<file path="src/rtl/mc_core_param.sv">
// Parametrised multicycle MIPS-subset core: control FSM, register file and datapath with a waited memory port.
// Optional overflow trap enabled by defining MC_CORE_OVF_TRAP_EN.
module mc_core_param #(
  parameter int unsigned    DW       = 32,
  parameter int unsigned    AW       = 32,
  parameter logic [AW-1:0]  RESET_PC = '0
`ifdef MC_CORE_OVF_TRAP_EN
  , parameter logic [AW-1:0] EXC_VECTOR = AW'('h80)
`endif
) (
  input  logic          clock,
  input  logic          res,
  output logic [AW-1:0] mem_addr,
  output logic          mem_rd,
  output logic          mem_wr,
  output logic [DW-1:0] mem_wdata,
  input  logic [DW-1:0] mem_rdata,
  input  logic          mem_ready,
  output logic [AW-1:0] PCOut,
  output logic [3:0]    StateOut,
  output logic          halted
);

  typedef enum logic [3:0] {
    FETCH  = 4'h0,
    DECODE = 4'h1,
    EXEC   = 4'h2,
    ALU_WB = 4'h3,
    MEM_RD = 4'h4,
    MEM_WB = 4'h5,
    MEM_WR = 4'h6,
    BRANCH = 4'h7,
    JUMP   = 4'h8,
    HALT   = 4'h9,
    EXC    = 4'hA,
    RST    = 4'hF
  } stateT;

  localparam logic [5:0] OP_RTYPE = 6'h00;
  localparam logic [5:0] OP_J     = 6'h02;
  localparam logic [5:0] OP_BEQ   = 6'h04;
  localparam logic [5:0] OP_BNE   = 6'h05;
  localparam logic [5:0] OP_ADDI  = 6'h08;
  localparam logic [5:0] OP_LW    = 6'h23;
  localparam logic [5:0] OP_SW    = 6'h2B;
  localparam logic [5:0] FN_ADD   = 6'h20;
  localparam logic [5:0] FN_SUB   = 6'h22;
  localparam logic [5:0] FN_AND   = 6'h24;
  localparam logic [5:0] FN_OR    = 6'h25;
  localparam logic [5:0] FN_SLT   = 6'h2A;

  stateT         state;
  stateT         decNext;
  logic [AW-1:0] pc;
  logic [31:0]   ir;
  logic [DW-1:0] a, b, aluOut, mdr;
  logic [DW-1:0] rf [32];

  logic [5:0]    opcode, funct;
  logic [4:0]    rs, rt, rd, wbIdx;
  logic [DW-1:0] immExt, opB, sum, diff, aluRes, branchTarget;
  logic [AW-1:0] pcPlus4, jumpTarget;
  logic [27:0]   jumpLow;
  logic          isR, takeBranch, ovf;

  assign opcode       = ir[31:26];
  assign funct        = ir[5:0];
  assign rs           = ir[25:21];
  assign rt           = ir[20:16];
  assign rd           = ir[15:11];
  assign isR          = (opcode == OP_RTYPE);
  assign wbIdx        = isR ? rd : rt;
  assign immExt       = {{(DW-16){ir[15]}}, ir[15:0]};
  assign pcPlus4      = pc + AW'(4);
  assign branchTarget = DW'(pc) + (immExt << 2);
  assign takeBranch   = ((opcode == OP_BEQ) && (a == b)) || ((opcode == OP_BNE) && (a != b));
  assign jumpLow      = {ir[25:0], 2'b00};

  // pc already holds PC+4 here, so its upper field is the delay-slot region.
  generate
    if (AW > 28) begin : gJumpHi
      assign jumpTarget = {pc[AW-1:28], jumpLow};
    end else begin : gJumpLo
      assign jumpTarget = jumpLow[AW-1:0];
    end
  endgenerate

  always_comb begin
    decNext = HALT;
    case (opcode)
      OP_RTYPE: if (funct inside {FN_ADD, FN_SUB, FN_AND, FN_OR, FN_SLT}) decNext = EXEC;
      OP_ADDI, OP_LW, OP_SW: decNext = EXEC;
      OP_BEQ, OP_BNE: decNext = BRANCH;
      OP_J: decNext = JUMP;
      default: decNext = HALT;
    endcase
  end

  always_comb begin
    opB    = isR ? b : immExt;
    sum    = a + opB;
    diff   = a - b;
    aluRes = sum;
    if (isR) begin
      case (funct)
        FN_SUB:  aluRes = diff;
        FN_AND:  aluRes = a & b;
        FN_OR:   aluRes = a | b;
        FN_SLT:  aluRes = {{(DW-1){1'b0}}, ($signed(a) < $signed(b))};
        default: aluRes = sum;
      endcase
    end
    ovf = 1'b0;
`ifdef MC_CORE_OVF_TRAP_EN
    if ((opcode == OP_ADDI) || (isR && (funct == FN_ADD)))
      ovf = (a[DW-1] == opB[DW-1]) && (sum[DW-1] != a[DW-1]);
    else if (isR && (funct == FN_SUB))
      ovf = (a[DW-1] != b[DW-1]) && (diff[DW-1] != a[DW-1]);
`endif
  end

  always_comb begin
    mem_rd    = (state == FETCH) || (state == MEM_RD);
    mem_wr    = (state == MEM_WR);
    mem_wdata = (state == MEM_WR) ? b : '0;
    case (state)
      FETCH:          mem_addr = pc;
      MEM_RD, MEM_WR: mem_addr = AW'(aluOut);
      default:        mem_addr = '0;
    endcase
  end

  assign PCOut    = pc;
  assign StateOut = state;
  assign halted   = (state == HALT);

  always_ff @(posedge clock or negedge res) begin
    if (!res) begin
      state  <= RST;
      pc     <= RESET_PC;
      ir     <= '0;
      a      <= '0;
      b      <= '0;
      aluOut <= '0;
      mdr    <= '0;
      for (int unsigned i = 0; i < 32; i++) rf[i] <= '0;
    end else begin
      case (state)
        RST: state <= FETCH;
        FETCH: begin
          if (mem_ready) begin
            ir    <= mem_rdata[31:0];
            pc    <= pcPlus4;
            state <= DECODE;
          end
        end
        DECODE: begin
          a      <= rf[rs];
          b      <= rf[rt];
          aluOut <= branchTarget;
          state  <= decNext;
        end
        EXEC: begin
          aluOut <= aluRes;
          if (opcode == OP_LW)      state <= MEM_RD;
          else if (opcode == OP_SW) state <= MEM_WR;
          else if (ovf)             state <= EXC;
          else                      state <= ALU_WB;
        end
        ALU_WB: begin
          if (wbIdx != 5'd0) rf[wbIdx] <= aluOut;
          state <= FETCH;
        end
        MEM_RD: begin
          if (mem_ready) begin
            mdr   <= mem_rdata;
            state <= MEM_WB;
          end
        end
        MEM_WB: begin
          if (rt != 5'd0) rf[rt] <= mdr;
          state <= FETCH;
        end
        MEM_WR: if (mem_ready) state <= FETCH;
        BRANCH: begin
          if (takeBranch) pc <= AW'(aluOut);
          state <= FETCH;
        end
        JUMP: begin
          pc    <= jumpTarget;
          state <= FETCH;
        end
        HALT: state <= HALT;
`ifdef MC_CORE_OVF_TRAP_EN
        EXC: begin
          pc    <= EXC_VECTOR;
          state <= FETCH;
        end
`endif
        default: state <= HALT;
      endcase
    end
  end

endmodule
</file>
<file path="config.mk">
export PLATFORM = sky130hd
export DESIGN_NAME = mc_core_param
export DESIGN_NICKNAME = d
export VERILOG_FILES = /design/src/rtl/mc_core_param.sv
export SDC_FILE = /design/constraint.sdc
export NUM_CORES = 2
export LEC_CHECK = 0
export CAP_MARGIN = 30
export CORE_MARGIN = 8
export CORE_UTILIZATION = 45
export DETAILED_ROUTE_END_ITERATION = 16
export HOLD_SLACK_MARGIN = 0.15
export SLEW_MARGIN = 25
export SYNTH_ARGS = -nofsm -noshare
export SYNTH_HDL_FRONTEND = slang
export SYNTH_SLANG_ARGS = --single-unit
</file>
<file path="constraint.sdc">
create_clock -name clock -period 7.9 [get_ports clock]
set_input_delay 0.79 -clock clock [delete_from_list [all_inputs] [get_ports clock]]
set_output_delay 0.79 -clock clock [all_outputs]
set_load 0.1 [all_outputs]
</file>
==> key figures <==
Run status
  • Status: completed

Die
  • Core footprint: 0.173 sq mm
  • Die H: 433 microns
  • Initial Util: 45.1%
  • IO Pins: 138
  • Total Die Area: around 0.19 sq mm
  • Row cnt: about 150
  • Die X: approximately 430 microns

Yosys
  • Synthesized flop and latch total: ~1.2k
  • Netlist cell types: 84
  • Register area share after synthesis: around 39%
  • Cells after Synth: about 7.8k
  • Avg Inst Size Synth: 9.98 sq um
  • Yosys warns: 0
  • Post-Syn Area: 0.0782 sq mm
  • Asr flop ratio synth: 100%
  • Post-Syn Nets: between 8k and 9k
  • Top FF cell, synth: dfrtp_1
  • Post-synth EDFFs: 0

Layout
  • Leading cell type in the layout, fill and taps excluded: dfrtp_1
  • Layout Cells excl Fill: 9932
  • Commonest non-fill, non-tap cells in the layout: dfrtp_1 (1205), a22oi_1 (1008), nand2_1 (951)
  • Synthesis-to-finish area growth: 11.1%
  • Post-route cell area: between 0.08 and 0.09 sq mm
  • Ratio of cells with drive above 1 in the final layout: about a fifth
  • # fillers: 15.6k
  • Layout Nets: between 7k and 8k

Worst setup path
  • Worst r2r dst: rf[885]$_DFFE_PN0P_
  • Worst setup EP type: primary output
  • R2R setup slack: around 2.7 ns
  • Crit Path Max Fanout: 34
  • Worst R2R Start: StateOut[3]$_DFFE_PN1P_
  • Worst EP arrival: ~4.6 ns
  • CP required: a little over 7 ns
  • R2R cell count: 11
  • CP Class: register to primary output
  • Startpoint Class: register

Pwr
  • Clock power share: 23.9%
  • Comb pwr share: 48.1%
  • Pleak: 0.0333 uW
  • Pwr dens: about 340 mW/mm^2
  • Seq pwr share: around 28%
  • Sw frac: 47.1%
  • Worst vdd ir: 0.350 mV
  • Switch Pwr: around 14000 uW
  • Cell Int Power: approximately 16000 uW

STA
  • Setup-failing EPs final: 0
  • Fmax: 187 MHz
  • Setup WS post-layout: 2.54 ns
  • Worst-Margin Slew: 1.15 ns
  • Setup_tns: 0 ns
  • Final Max Slew Viols: 0
  • Hold Violations, Final: 0
  • Layout Skew: roughly 0.025 ns
  • Fin Hold WS: slightly below 0.4 ns
  • Max_slew headroom: a little under a quarter
  • Final min period: ~5.4 ns
  • Fin crit share: between 60 and 70%
  • RSZ-0062 raised after global routing: no

Placed design
  • Hpwl dp: between 200 and 250 mm
  • Post-place setup slack: 2.88 ns
  • PortBufs: around 140
  • Gpl congestion: between 0.9 and 1
  • Area of placed instances: 0.0818 sq mm
  • Dpl cells: approximately 9.7k

GRT
  • Initial antenna violation count: 8
  • First-pass GRT wire length: slightly below 500 mm
  • Largest net degree at the start of global routing: 163
  • Overflow after GRT: 0
  • Vias in the first global route: roughly 68k
  • GR Util All Layers: around 35%

Clocking
  • CTS Buffer Depth: 3
  • Worst-Skew Late Latency: around 0.81 ns
  • Post-cts sizing count: 0
  • TritonCTS clock tree: built
  • CTS buffer count: ~140
  • Clock-pin slew on the worst setup and hold paths: 0.06 ns
  • Clock tree root buffer cell: clkbuf_16
  • CTS H-Tree Depth: 4
  • Clock sinks: about 1.2k

Job
  • Maxcap violations: 0

Routing
  • Vias per cell: approximately 7
  • WL/cell: approximately 34 microns
  • DRT Pass-1 Iters: 8
  • Routed Wire Length: around 340 mm
  • Post-route DRC: 0
  • Post-route ant nets: 0
  • Initial DRC Count: ~9.5k
  • Via Count: 69.5k

Min path
  • Worst hold path endpoint: rf[1003]$_DFFE_PN0P_
  • Hold Crit Start: rf[1003]$_DFFE_PN0P_
  • Hold Crit Class: register to register
  • Hold path cells: 0
==> critical path: stages, from the launching register on <==
cell and delay [ns]:
dfstp_2 0.76, nand2b_1 0.28, nor2_2 0.14, buf_4 0.41, nand2_1 0.24, buf_4 0.34
nor2_1 0.34, clkdlybuf4s50_1 1.21
==> metrics by stage <==
step | power (uW) | utilization, %
floorplan | 16600 | -
global placement | 21800 | 46.8
detailed placement | 22100 | 47.2
CTS | 29200 | 50.1
global route | 30400 | 50.1
finish | 29600 | 50.1
==> logic make-up after synthesis <==
group                    count (synthesis)  synth area share (%)
multiplexers                           766                  19.5
flip-flops                            1220                  39.1
AO/OA/AOI/OAI                         2739                  22.3
AND/OR/NAND/NOR                       1840                  9.93
buffers and inverters                 1031                  5.77
XOR/XNOR                                74                 0.829
adder cells (fa/ha/maj)                163                  2.64
==> flip-flops by register name, summed over array words and instances (netlist names) <==
name      flops
ir           32
PCOut        32
mdr          32
rf         1024
a            32
b            32
aluOut       32
StateOut      4
==> power by group through the flow <==
stage          logic, uW  registers [uW]  clock network, uW
2_1_floorplan       8520            8050                  0
3_3_place_gp       13500            8320                  0
3_5_place_dp       13700            8350                  0
4_1_cts            13800            8250               7110
5_1_grt            14600            8380               7360
6_report           14200            8300               7080
==> what timing repair did <==
action,in CTS,in global routing
setup buffers,0,0
hold buffers,1,0
endpoints found under the hold margin,125,0
endpoints found under the setup margin,0,0
==> layout make-up <==
cell class | instances | area, sq um | area share (%)
repair buffers | 429 | 4310 | 4.96
inverters | 109 | 409 | 0.471
multi-input cells | 5582 | 43700 | 50.4
well taps | 2325 | 2910 | 3.35
flip-flops and latches | 1220 | 30600 | 35.2
clock inverters | 66 | 837 | 0.964
clock buffers | 195 | 4060 | 4.68
diodes | 6 | 15.0 | 0.0173
==> Yosys cell counts (all sizes together) (5+ instances only) <==
master / number / area, sq um
a221oi: 30 / 263
nor2: 546 / 2140
a311oi: 5 / 43.8
o21bai: 10 / 75.1
o311ai: 6 / 52.6
o31a: 6 / 52.6
ha: 160 / 2000
a22oi: 1008 / 7570
mux4: 595 / 13400
o221ai: 26 / 228
xnor2: 51 / 447
a22o: 51 / 447
clkbuf: 716 / 2740
or3: 7 / 43.8
dfrtp: 1216 / 30400
o2bb2ai: 10 / 87.6
nor3: 64 / 320
and2: 74 / 463
nor3b: 9 / 72.6
or2: 7 / 43.8
a211oi: 37 / 278
a2111oi: 9 / 78.8
o21ai: 931 / 4690
nand2b: 26 / 163
xor2: 23 / 201
nand4: 13 / 81.3
a21o: 35 / 263
o21a: 10 / 75.1
nor2b: 26 / 163
mux2: 80 / 908
a21oi: 442 / 2340
inv: 108 / 405
o22ai: 27 / 169
buf: 206 / 1360
o211ai: 14 / 105
nand2: 970 / 3680
a31oi: 32 / 200
and3: 14 / 92.6
mux2i: 91 / 911
nor4: 14 / 87.6
o31ai: 23 / 173
nand3: 53 / 265
==> per-layer routing <==
| metal | wire [microns] | global-route usage (%) | vias up | share of wire (%) |
|---|---|---|---|---|
| li1 | - | - | 28600 | - |
| met1 | 124000 | 44.4 | 34700 | 36 |
| met2 | 151000 | 53.0 | 4988 | 44 |
| met3 | 44400 | 12.4 | 1233 | 13 |
| met4 | 23000 | 20.7 | 4 | 6.7 |
| met5 | 33 | 0 | - | 0.0097 |
==> how the worst max path moves through the flow <==
| stage | cells after the start | slack, ns | start | end |
|---|---|---|---|---|
| after detailed placement | 12 | 2.88 | ir[16]$_DFFE_PN0P_ | rf[5]$_DFFE_PN0P_ |
| after global placement | 16 | 2.68 | ir[26]$_DFFE_PN0P_ | aluOut[30]$_DFFE_PN0P_ |
| final | 7 | 2.54 | StateOut[2]$_DFFE_PN1P_ | mem_wdata[15] |
| after global routing | 7 | 2.40 | StateOut[2]$_DFFE_PN1P_ | mem_wdata[15] |
| after floorplan | 16 | 3.71 | ir[27]$_DFFE_PN0P_ | aluOut[30]$_DFFE_PN0P_ |
| after CTS | 7 | 2.56 | StateOut[2]$_DFFE_PN1P_ | mem_wdata[15] |
Power figures use the tool's default switching activity.
